===== src/rtl/demux_sel_sequencer_if.sv =====
// Request channel into the demux select sequencer.
// The producer offers a 2-bit destination channel and the sequencer answers with ready.
interface demux_sel_sequencer_if;
    logic       in_valid;
    logic [1:0] in_sel;
    logic       in_ready;

    modport master (
        output in_valid,
        output in_sel,
        input  in_ready
    );

    modport slave (
        input  in_valid,
        input  in_sel,
        output in_ready
    );
endinterface


===== src/rtl/demux_sel_sequencer.sv =====
// Buffers destination-channel requests in a small FIFO and replays each one as a
// fixed-width enable strobe with a stable select and a guaranteed low gap afterwards.
module demux_sel_sequencer #(
    parameter int DEPTH   = 4,
    parameter int PULSE_W = 2,
    parameter int GAP     = 1
) (
    input  logic                       clk,
    input  logic                       rst,
    demux_sel_sequencer_if.slave       req,
    output logic [1:0]                 S,
    output logic                       E,
    output logic                       done,
    output logic                       busy,
    output logic [$clog2(DEPTH):0]     count
);

    localparam int AW = $clog2(DEPTH);

    localparam logic [AW:0] FULL_COUNT = (AW+1)'(DEPTH);
    localparam logic [3:0]  PULSE_LOAD = 4'(PULSE_W - 1);
    localparam logic [3:0]  GAP_LOAD   = 4'(GAP - 1);

    localparam logic [1:0] ST_IDLE   = 2'd0;
    localparam logic [1:0] ST_STROBE = 2'd1;
    localparam logic [1:0] ST_GAP    = 2'd2;

    logic [1:0]    r_mem [0:DEPTH-1];
    logic [AW-1:0] r_wrPtr;
    logic [AW-1:0] r_rdPtr;
    logic [AW:0]   r_count;
    logic [1:0]    r_state;
    logic [3:0]    r_timer;
    logic [1:0]    r_S;
    logic          r_E;
    logic          r_done;

    logic          w_full;
    logic          w_empty;
    logic          w_push;
    logic          w_startStrobe;
    logic [1:0]    w_head;

    // Ready comes only from registered occupancy, so a pop never opens room in the same cycle.
    assign w_full        = (r_count == FULL_COUNT);
    assign w_empty       = (r_count == '0);
    assign w_push        = req.in_valid && !w_full;
    assign w_head        = r_mem[r_rdPtr];
    assign w_startStrobe = !w_empty &&
                           ((r_state == ST_IDLE) ||
                            ((r_state == ST_GAP) && (r_timer == 4'd0)));

    always_ff @(posedge clk) begin
        if (w_push) begin
            r_mem[r_wrPtr] <= req.in_sel;
        end
    end

    always_ff @(posedge clk or posedge rst) begin
        if (rst) begin
            r_wrPtr <= '0;
            r_rdPtr <= '0;
            r_count <= '0;
        end else begin
            if (w_push) begin
                r_wrPtr <= r_wrPtr + 1'b1;
            end
            if (w_startStrobe) begin
                r_rdPtr <= r_rdPtr + 1'b1;
            end
            case ({w_push, w_startStrobe})
                2'b10:   r_count <= r_count + 1'b1;
                2'b01:   r_count <= r_count - 1'b1;
                default: r_count <= r_count;
            endcase
        end
    end

    // S is loaded only on the edge where E rises, so it never moves under a high enable.
    always_ff @(posedge clk or posedge rst) begin
        if (rst) begin
            r_state <= ST_IDLE;
            r_timer <= 4'd0;
            r_S     <= 2'd0;
            r_E     <= 1'b0;
            r_done  <= 1'b0;
        end else begin
            r_done <= 1'b0;
            case (r_state)
                ST_IDLE: begin
                    if (w_startStrobe) begin
                        r_S     <= w_head;
                        r_E     <= 1'b1;
                        r_timer <= PULSE_LOAD;
                        r_state <= ST_STROBE;
                    end
                end
                ST_STROBE: begin
                    if (r_timer == 4'd0) begin
                        r_E     <= 1'b0;
                        r_done  <= 1'b1;
                        r_timer <= GAP_LOAD;
                        r_state <= ST_GAP;
                    end else begin
                        r_timer <= r_timer - 1'b1;
                    end
                end
                ST_GAP: begin
                    if (r_timer == 4'd0) begin
                        if (w_startStrobe) begin
                            r_S     <= w_head;
                            r_E     <= 1'b1;
                            r_timer <= PULSE_LOAD;
                            r_state <= ST_STROBE;
                        end else begin
                            r_state <= ST_IDLE;
                        end
                    end else begin
                        r_timer <= r_timer - 1'b1;
                    end
                end
                default: begin
                    r_E     <= 1'b0;
                    r_state <= ST_IDLE;
                end
            endcase
        end
    end

    assign req.in_ready = !w_full;
    assign S            = r_S;
    assign E            = r_E;
    assign done         = r_done;
    assign count        = r_count;
    assign busy         = !w_empty || (r_state != ST_IDLE);

endmodule

===== src/flat_wrapper.sv =====
// flat-port wrapper written by rule: the top's interface ports become plain ports
module demux_sel_sequencer_flat 
#(
    parameter int DEPTH   = 4,
    parameter int PULSE_W = 2,
    parameter int GAP     = 1
)
  (clk, rst, S, E, done, busy, count, req_in_valid, req_in_sel, req_in_ready);
  demux_sel_sequencer_if req_i ();
  input  logic clk;
  input  logic rst;
  output logic [1:0] S;
  output logic E;
  output logic done;
  output logic busy;
  output logic [$clog2(DEPTH):0] count;
  input wire logic [$bits(req_i.in_valid)-1:0] req_in_valid;
  input wire logic [$bits(req_i.in_sel)-1:0] req_in_sel;
  output wire logic [$bits(req_i.in_ready)-1:0] req_in_ready;
  assign req_i.in_valid = req_in_valid;
  assign req_i.in_sel = req_in_sel;
  assign req_in_ready = req_i.in_ready;
  demux_sel_sequencer #(.DEPTH(DEPTH), .PULSE_W(PULSE_W), .GAP(GAP)) u_core (.clk(clk), .rst(rst), .req(req_i), .S(S), .E(E), .done(done), .busy(busy), .count(count));
endmodule

===== config.mk =====
export PLATFORM = sky130hd
export DESIGN_NAME = demux_sel_sequencer_flat
export DESIGN_NICKNAME = d
export VERILOG_FILES = /design/src/rtl/demux_sel_sequencer_if.sv /design/src/rtl/demux_sel_sequencer.sv /design/src/flat_wrapper.sv
export SDC_FILE = /design/constraint.sdc
export NUM_CORES = 1
export LEC_CHECK = 0
export CAP_MARGIN = 20
export CORE_MARGIN = 2
export CORE_UTILIZATION = 49
export DETAILED_ROUTE_END_ITERATION = 12
export MAX_ROUTING_LAYER = met4
export PLACE_DENSITY = 0.84
export SYNTH_ARGS = -nofsm -noshare
export SYNTH_HDL_FRONTEND = slang
export SYNTH_SLANG_ARGS = --single-unit

===== constraint.sdc =====
create_clock -name clk -period 2.22 [get_ports clk]
set_input_delay 0.444 -clock clk [delete_from_list [all_inputs] [get_ports clk]]
set_output_delay 0.444 -clock clk [all_outputs]
set_load 0.02 [all_outputs]

==> metrics <==
Crit path arrival time 2.40 ns; TritonCTS buffer count 3; Hold Crit Class input port to async pin; CP Launch Type register; Yosys Warn Count 0; Die X-Extent about 56 um; peak supply drop between 1 and 1.5 mV; final worst-path cycle share between 90% and 100%; Synth Flop Type dfrtp_1; number of filler cells placed in the layout a little under 200; Max clock buf depth 2; routed vias/inst roughly 5.5; CTS Hold Bufs 0; # diodes 0; Cell variety after synth 40; multi-input logic area around 630 sq um; final WL 2620 um; Async SR Flop Fraction between 60 and 70%; vias in the first global route approximately 900; DRC Markers 0; Post-DRT Antenna Nets 0; routability cong. ~0.84; Cells after DPL 160; H-tree Lvls 1; Root Driver clkbuf_4; Slew HR 50.6%; vias post-DR 927; Port Buffer Count 13; crit path time final 2.16 ns; slowest stage cell, crit path dfrtp_1; Crit path largest cell delay between 0.4 and 0.5 ns; power per cell area about 1600 nW/um^2; Yosys reg bits 25; Fin. Hold Viols 0; Nets 155; Reg clk slew, reported paths approximately 0.13 ns; die area between 3000 and 4000 sq um; Post-synth EDFFs 8; post-synthesis sequential area ratio 50.3%; post-detail-place hpwl roughly 1900 um; I/O pin count 14; Iter 0 DRT Violations 18; commonest non-fill, non-tap cells in the layout dfrtp_1 (17), buf_4 (15), inv_1 (11), clkdlybuf4s50_1 (11), ha_1 (9); wire per inst approximately 16 um; Placed Area approximately 1600 sq um; global-route wire length before repair 4280 um; Leak 0.718 nW; Final Util between 60% and 70%; crit path cell chain inv_1, ha_1, and4bb_2, o21ai_2, inv_1, ha_2, fa_1, xnor2_1, nor2_1, xor2_1; most common library cell in the layout ignoring fill and taps dfrtp_1; CP most frequent cell inv_1; Slew @ Worst Pin between 0.7 and 0.8 ns; row cnt 18; synthesis-to-finish area growth 24.0%; Worst EP required 2.46 ns; final cell count without fillers roughly 170; Critical path origin u_core.r_timer[1]$_DFFE_PP0P_; initial core utilization between 50% and 60%; Worst Setup Path Type register to register; Worst-Skew Late Latency approximately 0.31 ns; critical path fanouts, max 4; router iterations before antenna repair 4; ratio of cells with drive above 1 in the final layout 25.4%; TritonCTS clock tree built; Chip Height 56.0 um; largest net degree at the start of global routing 18; FF-to-FF Start u_core.r_timer[1]$_DFFE_PP0P_; Core Region between 2000 and 3000 sq um; FF/Latch Area around 670 sq um; Syn Inst Count ~110; element type at the critical path end register; Slew Limit Fails 0; MaxCap Viol Count 0; Net Count, Synth ~120; Clock Skews between 0.004 and 0.005 ns; initial antenna violation count 0; GR Overflow Total 0; clock sink count 25; fin area between 1500 and 2000 sq um; # setup viols final 0; gr usage total between 10% and 20%; status finished, final reports clean; Avg Cell Area, Syn 12.5 sq um; synthesized area between 1000 and 1500 sq um; total power approximately 2.6 mW; f_max between 400 and 500 MHz
## area by class of cell
cell class                      instances  share of cell area, %
Sequential cell                        25                   40.6
Inverter                               11                   2.52
Clock inverter                          1                  0.305
Tap cell                               30                   2.29
Clock buffer                            3                   1.37
Timing Repair Buffer                   28                   14.6
Multi-Input combinational cell         70                   38.3
## kinds of logic (layout without fill, tap and decap cells)
logic type      Yosys count  in the layout  share of synthesized area, %
simple gates             23             23                          11.7
fa+ha+maj                11             11                          11.0
xor+xnor                  6              6                          3.97
mux                       8              8                          8.61
flops                    25             25                          50.3
buf+inv                  11             43                          3.12
compound gates           22             22                          11.3
## cells in the mapped netlist, drive strengths merged, types with 2 or more instances
master | n | area share [%]
edfxtp | 8 | 18
mux2i | 2 | 1.5
ha | 10 | 9.5
nor2 | 4 | 1.1
o2bb2ai | 3 | 2.0
or3b | 2 | 1.5
and3 | 4 | 1.9
dfrtp | 17 | 32
xnor2 | 5 | 3.3
o21ai | 6 | 2.3
and2 | 2 | 1.1
mux4 | 2 | 3.4
inv | 11 | 3.1
a21oi | 4 | 1.5
mux2 | 4 | 3.7
o211ai | 2 | 1.1
## timing repair
action,CTS,global route
pin swaps,0,0
gates resized for setup,4,3
buffers inserted,0,4
gates cloned,0,0
setup endpoints to repair,1,4
## through the flow
stage                TNS, ns  hold WS (ns)  worst slack [ns]
finish                     0         0.520            0.0596
global route         -0.0156         0.553           -0.0156
CTS                        0         0.526            0.0118
detailed placement  -0.00613         0.510          -0.00613
global placement           0         0.487            0.0405
floorplan            -0.0266         0.370           -0.0266
## flip-flops by register name, summed over array words and instances, names as in the netlist
signal	count
u_core.S	2
u_core.r_mem	8
u_core.r_timer	4
u_core.r_wrPtr	2
u_core.r_state	2
u_core.count	3
u_core.r_rdPtr	2
u_core.E	1
u_core.done	1
## final timing paths
| check | to | slack (ns) | cells past startpoint |
|---|---|---|---|
| min reg2reg | u_core.S[0]$_DFFE_PP0P_ | 0.53 | 1 |
| min | u_core.done$_DFF_PP0_ | 0.52 | 2 |
| min in group clk | u_core.S[0]$_DFFE_PP0P_ | 0.53 | 1 |
| max reg2reg | u_core.count[2]$_DFFE_PP0P_ | 0.06 | 10 |
| max in group asynchronous | u_core.r_wrPtr[1]$_DFFE_PP0P_ | 1.26 | 2 |
| max | u_core.count[2]$_DFFE_PP0P_ | 0.06 | 10 |
## where the power goes
group	switching [mW]	total [mW]	internal (mW)
sequential	0.149	0.812	0.663
combinational	0.723	1.54	0.821
clock	0.131	0.198	0.0672
## worst max-delay path, delay by kind of cell, from the launching register on
family | cells | cell delay, ns
buf+inv | 2 | 0.12
compound gates | 1 | 0.13
xor+xnor | 2 | 0.28
fa+ha+maj | 3 | 0.77
flops | 1 | 0.44
simple gates | 2 | 0.36
## metal layers
layer	track usage, %	part of all wire (%)	wire, um	up-vias
li1	-	-	-	451
met1	23.6	44	1160	448
met2	28.4	50	1310	24
met3	3.26	4.2	109	4
met4	4.42	1.3	34	0
met5	-	0	0	-
(Power assumes the default switching activity.)
